`config.mk`:
```
export PLATFORM = sky130hd
export DESIGN_NAME = sz_quant_encode_flat
export DESIGN_NICKNAME = d
export VERILOG_FILES = /design/src/rtl/sz_quant_encode_if.sv /design/src/rtl/sz_quant_encode.sv /design/src/flat_wrapper.sv
export SDC_FILE = /design/constraint.sdc
export NUM_CORES = 1
export LEC_CHECK = 0
export CAP_MARGIN = 10
export CORE_ASPECT_RATIO = 0.5
export CORE_MARGIN = 4
export CORE_UTILIZATION = 45
export CTS_BUF_LIST = sky130_fd_sc_hd__clkbuf_4 sky130_fd_sc_hd__clkbuf_8
export CTS_CLUSTER_DIAMETER = 40
export CTS_CLUSTER_SIZE = 14
export DETAILED_ROUTE_END_ITERATION = 10
export HOLD_SLACK_MARGIN = 0.03
export PLACE_DENSITY = 0.76
export SLEW_MARGIN = 20
export SYNTH_ARGS = -nofsm -noshare
export SYNTH_HDL_FRONTEND = slang
export SYNTH_SLANG_ARGS = --single-unit
export TNS_END_PERCENT = 100
```
`constraint.sdc`:
```
create_clock -name clk -period 14 [get_ports clk]
set_clock_uncertainty 0.15 [all_clocks]
set_input_delay 1.4 -clock clk [delete_from_list [all_inputs] [get_ports clk]]
set_output_delay 1.4 -clock clk [all_outputs]
set_load 0.01 [all_outputs]
```
`src/rtl/sz_quant_encode_if.sv`:
```
// Stream bundle for sz_quant_encode: input beat (|error|, sign) and output beat (code, flag, data).
interface sz_quant_encode_if #(
  parameter int unsigned QUANT_BINS = 65536
);
  localparam int unsigned CW = $clog2(QUANT_BINS);

  logic          in_valid;
  logic          in_ready;
  logic [31:0]   in_data;
  logic          in_sign;
  logic          out_valid;
  logic          out_ready;
  logic [CW-1:0] out_code;
  logic          out_unpred;
  logic [31:0]   out_data;

  modport master (
    output in_valid, in_data, in_sign, out_ready,
    input  in_ready, out_valid, out_code, out_unpred, out_data
  );

  modport slave (
    input  in_valid, in_data, in_sign, out_ready,
    output in_ready, out_valid, out_code, out_unpred, out_data
  );
endinterface

```
`src/rtl/sz_quant_encode.sv`:
```
// SZ linear-scaling quantization encoder, 2-stage valid/ready pipeline.
// Optional saturating statistics counters enabled by macro SZ_QUANT_STAT_EN.
module sz_quant_encode #(
  parameter int unsigned QUANT_BINS = 65536
) (
  input  logic        clk,
  input  logic        rst_n,
  input  logic [7:0]  eb_exp,
`ifdef SZ_QUANT_STAT_EN
  input  logic        stat_clr,
  output logic [31:0] stat_total,
  output logic [31:0] stat_unpred,
`endif
  sz_quant_encode_if.slave bus
);
  localparam int unsigned CW   = $clog2(QUANT_BINS);
  localparam int unsigned HALF = QUANT_BINS / 2;
  localparam int unsigned HB   = CW - 1;

  logic                r_init;
  logic                r_s1_valid;
  logic                r_s1_unpred;
  logic                r_s1_zero;
  logic                r_s1_one;
  logic [23:0]         r_s1_m;
  logic [3:0]          r_s1_sh;
  logic                r_s1_sign;
  logic [31:0]         r_s1_data;

  logic                r_s2_valid;
  logic [CW-1:0]       r_code;
  logic                r_unpred;
  logic [31:0]         r_data;

  logic                w_s2_ready;
  logic                w_in_ready;
  logic                w_accept;
  logic [7:0]          w_e;
  logic signed [9:0]   w_s;
  logic                w_d_unpred;
  logic                w_d_zero;
  logic                w_d_one;
  logic [24:0]         w_sum;
  logic [24:0]         w_k;
  logic                w_unpred;
  logic [CW-1:0]       w_code;

  assign w_s2_ready = ~r_s2_valid | bus.out_ready;
  // r_init holds in_ready low until the first edge after reset release
  assign w_in_ready = r_init & (~r_s1_valid | w_s2_ready);
  assign w_accept   = bus.in_valid & w_in_ready;
  assign bus.in_ready = w_in_ready;

  assign w_e = bus.in_data[30:23];
  assign w_s = $signed({2'b00, w_e}) - $signed({2'b00, eb_exp}) - 10'sd1;

  always_comb begin
    w_d_unpred = 1'b0;
    w_d_zero   = 1'b0;
    w_d_one    = 1'b0;
    if (eb_exp == 8'd0 || eb_exp == 8'd255 || w_e == 8'd255)
      w_d_unpred = 1'b1;
    else if (w_e == 8'd0 || w_s < -10'sd1)
      w_d_zero = 1'b1;
    else if (w_s == -10'sd1)
      w_d_one = 1'b1;
    else if (w_s >= $signed(10'(HB)))
      w_d_unpred = 1'b1;
  end

  always_ff @(posedge clk or negedge rst_n) begin
    if (!rst_n) begin
      r_init      <= 1'b0;
      r_s1_valid  <= 1'b0;
      r_s1_unpred <= 1'b0;
      r_s1_zero   <= 1'b0;
      r_s1_one    <= 1'b0;
      r_s1_m      <= '0;
      r_s1_sh     <= '0;
      r_s1_sign   <= 1'b0;
      r_s1_data   <= '0;
    end else begin
      r_init <= 1'b1;
      if (w_in_ready)
        r_s1_valid <= bus.in_valid;
      if (w_accept) begin
        r_s1_unpred <= w_d_unpred;
        r_s1_zero   <= w_d_zero;
        r_s1_one    <= w_d_one;
        r_s1_m      <= {1'b1, bus.in_data[22:0]};
        r_s1_sh     <= w_s[3:0];
        r_s1_sign   <= bus.in_sign;
        r_s1_data   <= bus.in_data;
      end
    end
  end

  // Round-half-up of M * 2^(s-23): add half an LSB before the right shift
  assign w_sum = {1'b0, r_s1_m} + (25'd1 << (5'd22 - {1'b0, r_s1_sh}));

  always_comb begin
    if (r_s1_zero)
      w_k = '0;
    else if (r_s1_one)
      w_k = 25'd1;
    else
      w_k = w_sum >> (5'd23 - {1'b0, r_s1_sh});
  end

  assign w_unpred = r_s1_unpred | (w_k >= 25'(HALF));

  always_comb begin
    if (w_unpred)
      w_code = '0;
    else if (r_s1_sign)
      w_code = CW'(HALF) - w_k[CW-1:0];
    else
      w_code = CW'(HALF) + w_k[CW-1:0];
  end

  always_ff @(posedge clk or negedge rst_n) begin
    if (!rst_n) begin
      r_s2_valid <= 1'b0;
      r_code     <= '0;
      r_unpred   <= 1'b0;
      r_data     <= '0;
    end else if (w_s2_ready) begin
      r_s2_valid <= r_s1_valid;
      if (r_s1_valid) begin
        r_code   <= w_code;
        r_unpred <= w_unpred;
        r_data   <= r_s1_data;
      end
    end
  end

  assign bus.out_valid  = r_s2_valid;
  assign bus.out_code   = r_code;
  assign bus.out_unpred = r_unpred;
  assign bus.out_data   = r_data;

`ifdef SZ_QUANT_STAT_EN
  logic [31:0] r_stat_total;
  logic [31:0] r_stat_unpred;
  logic        w_out_hs;

  assign w_out_hs = r_s2_valid & bus.out_ready;

  always_ff @(posedge clk or negedge rst_n) begin
    if (!rst_n) begin
      r_stat_total  <= '0;
      r_stat_unpred <= '0;
    end else if (stat_clr) begin
      r_stat_total  <= '0;
      r_stat_unpred <= '0;
    end else if (w_out_hs) begin
      if (r_stat_total != '1)
        r_stat_total <= r_stat_total + 32'd1;
      if (r_unpred && r_stat_unpred != '1)
        r_stat_unpred <= r_stat_unpred + 32'd1;
    end
  end

  assign stat_total  = r_stat_total;
  assign stat_unpred = r_stat_unpred;
`endif
endmodule

```
`src/flat_wrapper.sv`:
```
// flat-port wrapper written by rule: the top's interface ports become plain ports
module sz_quant_encode_flat 
#(
  parameter int unsigned QUANT_BINS = 65536
)
  (clk, rst_n, eb_exp, bus_in_valid, bus_in_data, bus_in_sign, bus_out_ready, bus_in_ready, bus_out_valid, bus_out_code, bus_out_unpred, bus_out_data);
  sz_quant_encode_if #(.QUANT_BINS(QUANT_BINS)) bus_i ();
  input  logic clk;
  input  logic rst_n;
  input  logic [7:0] eb_exp;
  input wire logic [$bits(bus_i.in_valid)-1:0] bus_in_valid;
  input wire logic [$bits(bus_i.in_data)-1:0] bus_in_data;
  input wire logic [$bits(bus_i.in_sign)-1:0] bus_in_sign;
  input wire logic [$bits(bus_i.out_ready)-1:0] bus_out_ready;
  output wire logic [$bits(bus_i.in_ready)-1:0] bus_in_ready;
  output wire logic [$bits(bus_i.out_valid)-1:0] bus_out_valid;
  output wire logic [$bits(bus_i.out_code)-1:0] bus_out_code;
  output wire logic [$bits(bus_i.out_unpred)-1:0] bus_out_unpred;
  output wire logic [$bits(bus_i.out_data)-1:0] bus_out_data;
  assign bus_i.in_valid = bus_in_valid;
  assign bus_i.in_data = bus_in_data;
  assign bus_i.in_sign = bus_in_sign;
  assign bus_i.out_ready = bus_out_ready;
  assign bus_in_ready = bus_i.in_ready;
  assign bus_out_valid = bus_i.out_valid;
  assign bus_out_code = bus_i.out_code;
  assign bus_out_unpred = bus_i.out_unpred;
  assign bus_out_data = bus_i.out_data;
  sz_quant_encode #(.QUANT_BINS(QUANT_BINS)) u_core (.clk(clk), .rst_n(rst_n), .eb_exp(eb_exp), .bus(bus_i));
endmodule
```
==> results.ini <==
[clock_tree]
clk_pin_slew_ns = 0.10
cts_resized = 0
cts_hold_buf = 0
htreeDepth = 3
cts_sinks = 93
cts_buffers = 9
cts_tree = done
cts_buffer_depth = 2
root_buffer = clkbuf_8
insertion_delay_ns = 0.38
cts_setup_buffers = 0

[synth]
synth_edf_count = 0
yosysMostFrequentCell = dfrtp_1
synthTopCellsByCount = dfrtp_1, nand2_1, mux2_2, nor2_1, a21oi_1
yosysTopAreaCell = dfrtp_1
yosysUniqueCellTypes = 80
post_synth.cell_area_avg_um2 = 8.94
async_flop_share_pct = 100
synthFlopType = dfrtp_1
synthCells = 789
synth_warnings = 0
ys_seq_area_share_pct = 33.0
synth.cell_area_um2 = 7060
ys_seq_elements = 93
synth.top_cell.area_share_pct = 33.0
ys_top_cells_by_area = dfrtp_1, mux2_2, ha_1

[timing]
min_period_over_period_pct = 44.5
drv_slew = 0
min_period_ns = 6.24
rsz0062_at_grt = no
worst_pin_slew_ns = 0.843
hold_violations = 0
hold_ws_ns = 0.336
slew_headroom_pct = 43.3
max_freq_mhz = 160
tns_ns = 0
final-setup-viol-count = 0

[global_route]
antenna_found_initial = 0
gr-usage-met1_pct = 32.3
met2_usage_pct = 36.2
grt_pass1_wl_mm = 33.3
grt_pass1_vias = 6329
grt_start_max_net_pins = 58
met3_usage_pct = 8.68
grt_use_total_pct = 23.6
grt_remaining_overflow = 0
busiest_layer = met2

[die]
rows = 32
die_h_um = 96.6
dieWidth_um = 185
start_util_pct = 45.9
io_pins = 96
core_um2 = 15400
dieArea_um2 = 17900

[drt]
dr.pass1.iters = 5
ant_nets = 0
wire_per_inst_um = 19.5
dr_total_vias = 6675
drt-initial-drc-count = 527
drc = 0
routed_wl_mm = 21.0
vias_per_cell = 6.22

[layout]
diodes = 0
final_cells = 1073
area_growth_pct = 17.9
fin_util_pct = 54.1
layout-drive-gt1-share_pct = 12.9
nets = 943

[pwr]
pwr_density_cell_nw_per_um2 = 166
worst_ir_drop_vdd_uv = 78.2
p_total_mw = 1.38
leakagePower_nw = 3.40

[critical_path]
critical-path-top-delay-family = simple AND/OR/NAND/NOR gates
path_max_fanout = 20
path_class = reg2reg
cp.required_ns = 14.17
r2r-start = u_core.r_s1_sh[0]
crit_buf_inv = 2
crit_arrival_ns = 6.41
slowest_delay_ns = 0.75
critPathSlowestCell = dfrtp_1
crit_start = u_core.r_s1_sh[0]
crit_chain = inv_1 -> nand2_1 -> nor2_1 -> ha_1 -> nand2_1 -> or3_4 -> a211oi_1 -> o21ai_0 -> a21oi_1 -> nor4_1 -> a21boi_0 -> nand3_1 -> inv_1 -> ha_1 -> nand4_1 -> or4_4 -> or4_1 -> nand3_1
endpoint_kind = flip-flop
cp-start-kind = flip-flop

[placement]
portBuffers = 95
dp.cells = 1057
dp_hpwl_mm = 15.9
globalplace.congestion = 1.00

[min_path]
hp-start = u_core.r_s1_m[23]
hp-class = reg2reg

[outcome]
outcome = completed

[job]
max-cap-violations = 0

## routing by layer
layer  vias to the layer above  share of wire [%]
met1                      3250                 46
met4                         0                1.2
met3                        32                 10
met2                       253                 42
met5                         -                  0
li1                       3140                  -
## metrics by stage
step                area, µm²  setup slack (ns)
floorplan                7080              9.24
global placement         8130              8.00
detailed placement       8130              8.02
CTS                      8310              7.96
global route             8320              7.45
finish                   8320              7.76
## path summary, 6_finish.rpt
| kind | end | slack [ns] | cells after the start |
|---|---|---|---|
| hold / removal | u_core.r_s1_m[23] | 0.34 | 1 |
| hold reg to reg | u_core.r_s1_m[23] | 0.34 | 1 |
| setup / recovery | u_core.bus.out_code[12] | 7.76 | 18 |
| max in group asynchronous | u_core.r_s1_data[28] | 11.77 | 2 |
| min in group asynchronous | u_core.r_s1_data[10] | 0.84 | 1 |
| setup reg to reg | u_core.bus.out_code[12] | 7.76 | 18 |
## state kept, by name, summed over array words and instances (netlist names), 4 cells and up
| register | count |
|---|---|
| u_core.bus.out_data | 32 |
| u_core.r_s1_sh | 4 |
| u_core.bus.out_code | 16 |
| u_core.r_s1_data | 32 |
## worst register-to-register path: cells and delay by family, from the launching register on
family	cells	cell delay, ns
DFF	1	0.75
and+or+nand+nor	10	2.88
buffers and inverters	2	0.52
adders and majority gates	2	0.57
AOI/OAI and AO/OA	4	1.31
## cell families (layout without fill, tap and decap cells)
logic type,Yosys count,count (layout),share of synthesized area (%)
adders and majority gates,34,34,6.13
AOI/OAI and AO/OA,237,237,23.7
and+or+nand+nor,263,263,19.0
muxes,73,73,11.5
other,2,8,0.106
DFF,93,93,33.0
buffers and inverters,66,140,4.01
xor gates and xnor gates,21,21,2.61
## power by group
part	switching, mW	internal (mW)
registers	0.0650	0.354
logic	0.446	0.342
clock network	0.101	0.0703
total	0.613	0.766
## cells in the final DEF, fill, tap and decap left out, types with 9 or more instances in the layout
cell type and instances:
nor2_1 52, xnor2_1 11, or3_1 14, nand2_1 65, nor4_1 9, xor2_1 10
mux2_2 65, ha_1 33, a21oi_1 50, dfrtp_1 93, nand4_1 23, o21ai_0 39
o31ai_1 11, nand3_1 27, o211ai_1 17, and3_1 11, nor3_1 20, a21o_1 10
inv_1 26, a22oi_1 9, clkbuf_8 10, clkdlybuf4s50_1 94
## layout make-up
cell class / count / area [µm²]
clock buffer: 10 / 138
clock inverter: 6 / 46.3
fill: 1433 / 7050
inverter: 26 / 97.6
multi-input combinational: 636 / 4490
sequential: 93 / 2330
tap: 204 / 255
timing repair buffer: 98 / 971
Note: power is estimated with default switching activity, not from simulation.
==> edit, RTL diff (config.mk and constraints unchanged) <==
`QUANT_BINS` is set to 65536 in 3 places; all go to 262144.
--- a/src/rtl/sz_quant_encode_if.sv
+++ b/src/rtl/sz_quant_encode_if.sv
@@ -2,3 +2,3 @@
 interface sz_quant_encode_if #(
-  parameter int unsigned QUANT_BINS = 65536
+  parameter int unsigned QUANT_BINS = 262144
 );
--- a/src/rtl/sz_quant_encode.sv
+++ b/src/rtl/sz_quant_encode.sv
@@ -3,3 +3,3 @@
 module sz_quant_encode #(
-  parameter int unsigned QUANT_BINS = 65536
+  parameter int unsigned QUANT_BINS = 262144
 ) (
--- a/src/flat_wrapper.sv
+++ b/src/flat_wrapper.sv
@@ -3,3 +3,3 @@
 #(
-  parameter int unsigned QUANT_BINS = 65536
+  parameter int unsigned QUANT_BINS = 262144
 )
Interface: changed (resized bus_out_code); port bits go from 96 to 98. The function was not compared with the original's and may differ.
==> edit against the original RTL <==
Worst hold slack better by 0.0011 ns; wire length up 13%; power up 15%; critical path type unchanged; design area up 5.6%; synthesized area up 5.7%; worst setup slack worse by 0.28 ns; sequential cell count up 2; combinational power up 23%; global-route usage up 1.5 points.
==> edit: results (changes against the original RTL) <==
- Status: finished clean (unchanged)
- # diodes: 0 (unchanged)
- Fin crit share: 46.5% (was 44.5%)
- Top cells by area, synth: dfrtp_1, mux2_2, ha_1, nand2_1, nor2_1 (was dfrtp_1, mux2_2, ha_1, nand2_1, a21oi_1)
- Largest net degree at the start of global routing: 68 (was 58)
- Inserted Clock Buffers: 9 (unchanged)
- Nets@finish: 994 (was 943)
- CTS Buffer Depth: 2 (unchanged)
- Post-DP Area: 8580 um^2 (was 8130 um^2)
- Initial antenna violation count: 0 (unchanged)
- Peak supply drop: 0.0984 mV (was 0.0782 mV)
- Relative slew slack: 42.5% (was 43.3%)
- Final non-filler cell total: 1138 (was 1073)
- Share of layout cells above drive strength 1: 15.0% (was 12.9%)
- Leak: 3.60 nW (was 3.40 nW)
- CTS root buffer: clkbuf_8 (unchanged)
- Via count: 7039 (was 6675)
- CP top delay family: simple AND/OR/NAND/NOR gates (unchanged)
- Register area share after synthesis: 31.9% (was 33.0%)
- Unique masters post-synth: 90 (was 80)
- Number of port buffers: 97 (was 95)
- Crit-path slowest cell: nor4_1 (was dfrtp_1)
- Mapped Avg Cell Area: 8.94 um^2 (about the same)
- Gr usage total: 25.1% (was 23.6%)
- Routed WL: 23600 um (was 21000 um)
- GPL Wtd Cong: 0.957 (was 1.00)
- YS warnings: 0 (unchanged)
- Crit path max fanout: 28 (was 20)
- Number of global-route vias before repair: 6580 (was 6329)
- Area leader, netlist: dfrtp_1 (unchanged)
- H-tree depth: 3 (unchanged)
- Slowest stage delay, CP: 0.61 ns (was 0.75 ns)
- Hpwl dp: 18500 um (was 15900 um)
- Drt first pass iters: 6 (was 5)
- Crit path DAT: 6.62 ns (was 6.41 ns)
- First-pass GRT wire length: 37600 um (was 33300 um)
- Synth Flop Type: dfrtp_1 (unchanged)
- Async SR Flop Fraction: 100% (unchanged)
- Post-CTS setup buffers: 0 (unchanged)
- Initial detailed-routing violation count: 692 (was 527)
- Synth cell count leaders: dfrtp_1, nand2_1, nor2_1 (was dfrtp_1, nand2_1, mux2_2)
- Gates resized, CTS repair: 0 (unchanged)
[edit: changes by cell type after synthesis, moves of 7 or more]
cell      before  now
xnor2_1       11   22
a21oi_1       50   40
a22oi_1        9    1
nand2_1       67   88
a221oi_1       8    0
nor2_1        52   73
o31ai_1       11    4
[edit: power breakdown]
part	switching, mW	internal [mW]
Clock	0.111	0.0738
Sequential	0.0661	0.362
Combinational	0.564	0.408
[edit: final cells by class]
| class | instances | area (um^2) |
|---|---|---|
| clock buffer | 10 | 138 |
| clock inverter | 6 | 62.6 |
| fill | 1437 | 7030 |
| inverter | 27 | 101 |
| multi-input combinational | 676 | 4810 |
| sequential | 95 | 2380 |
| tap | 221 | 277 |
| timing repair buffer | 103 | 1010 |
[edit: stage by stage]
step	hold WS, ns	util (%)	worst slack [ns]
finish	0.337	55.5	7.48
global route	0.365	55.5	7.05
CTS	0.344	55.5	7.59
detailed placement	0.314	54.3	7.59
global placement	0.307	54.3	7.80
floorplan	0.291	-	8.64
[edit: cells by family after synthesis]
family,Yosys count,synth area share [%]
xor+xnor,31,3.64
mux,79,11.7
compound gates,220,22.4
other cells,2,0.101
buf+inv,69,3.96
simple gates,301,20.0
flops,95,31.9
fa+ha+maj,37,6.31
[edit: layer usage]
layer / global-route usage [%] / vias to the layer above / share of wire [%]
li1: - / 3270 / -
met1: 39.6 / 3433 / 49
met2: 36.0 / 304 / 42
met3: 4.18 / 32 / 7.9
met4: 4.61 / 0 / 1.1
met5: 0 / - / 0
[edit: path summary, 6_finish.rpt]
kind / depth (start not counted) / slack [ns] / startpoint / to
setup / recovery: 20 / 7.48 / u_core.r_s1_sh[0]$_DFFE_PN0P_ / u_core.bus.out_code[14]$_DFFE_PN0P_
hold / removal: 2 / 0.34 / u_core.bus.out_code[5]$_DFFE_PN0P_ / u_core.bus.out_code[5]$_DFFE_PN0P_
setup reg to reg: 20 / 7.48 / u_core.r_s1_sh[0]$_DFFE_PN0P_ / u_core.bus.out_code[14]$_DFFE_PN0P_
hold reg to reg: 2 / 0.34 / u_core.bus.out_code[5]$_DFFE_PN0P_ / u_core.bus.out_code[5]$_DFFE_PN0P_
max in group asynchronous: 2 / 11.73 / rst_n / u_core.bus.out_code[7]$_DFFE_PN0P_
min in group asynchronous: 1 / 0.77 / rst_n / u_core.r_s1_data[15]$_DFFE_PN0P_
[edit: worst register-to-register path: cells and delay by family (launching register included)]
kind / cells / cell delay (ns)
buffers and inverters: 3 / 0.74
AND/OR/NAND/NOR: 6 / 2.21
flip-flops: 1 / 0.37
AO/OA/AOI/OAI: 8 / 2.05
multiplexers: 1 / 0.32
adder cells (fa/ha/maj): 2 / 0.57
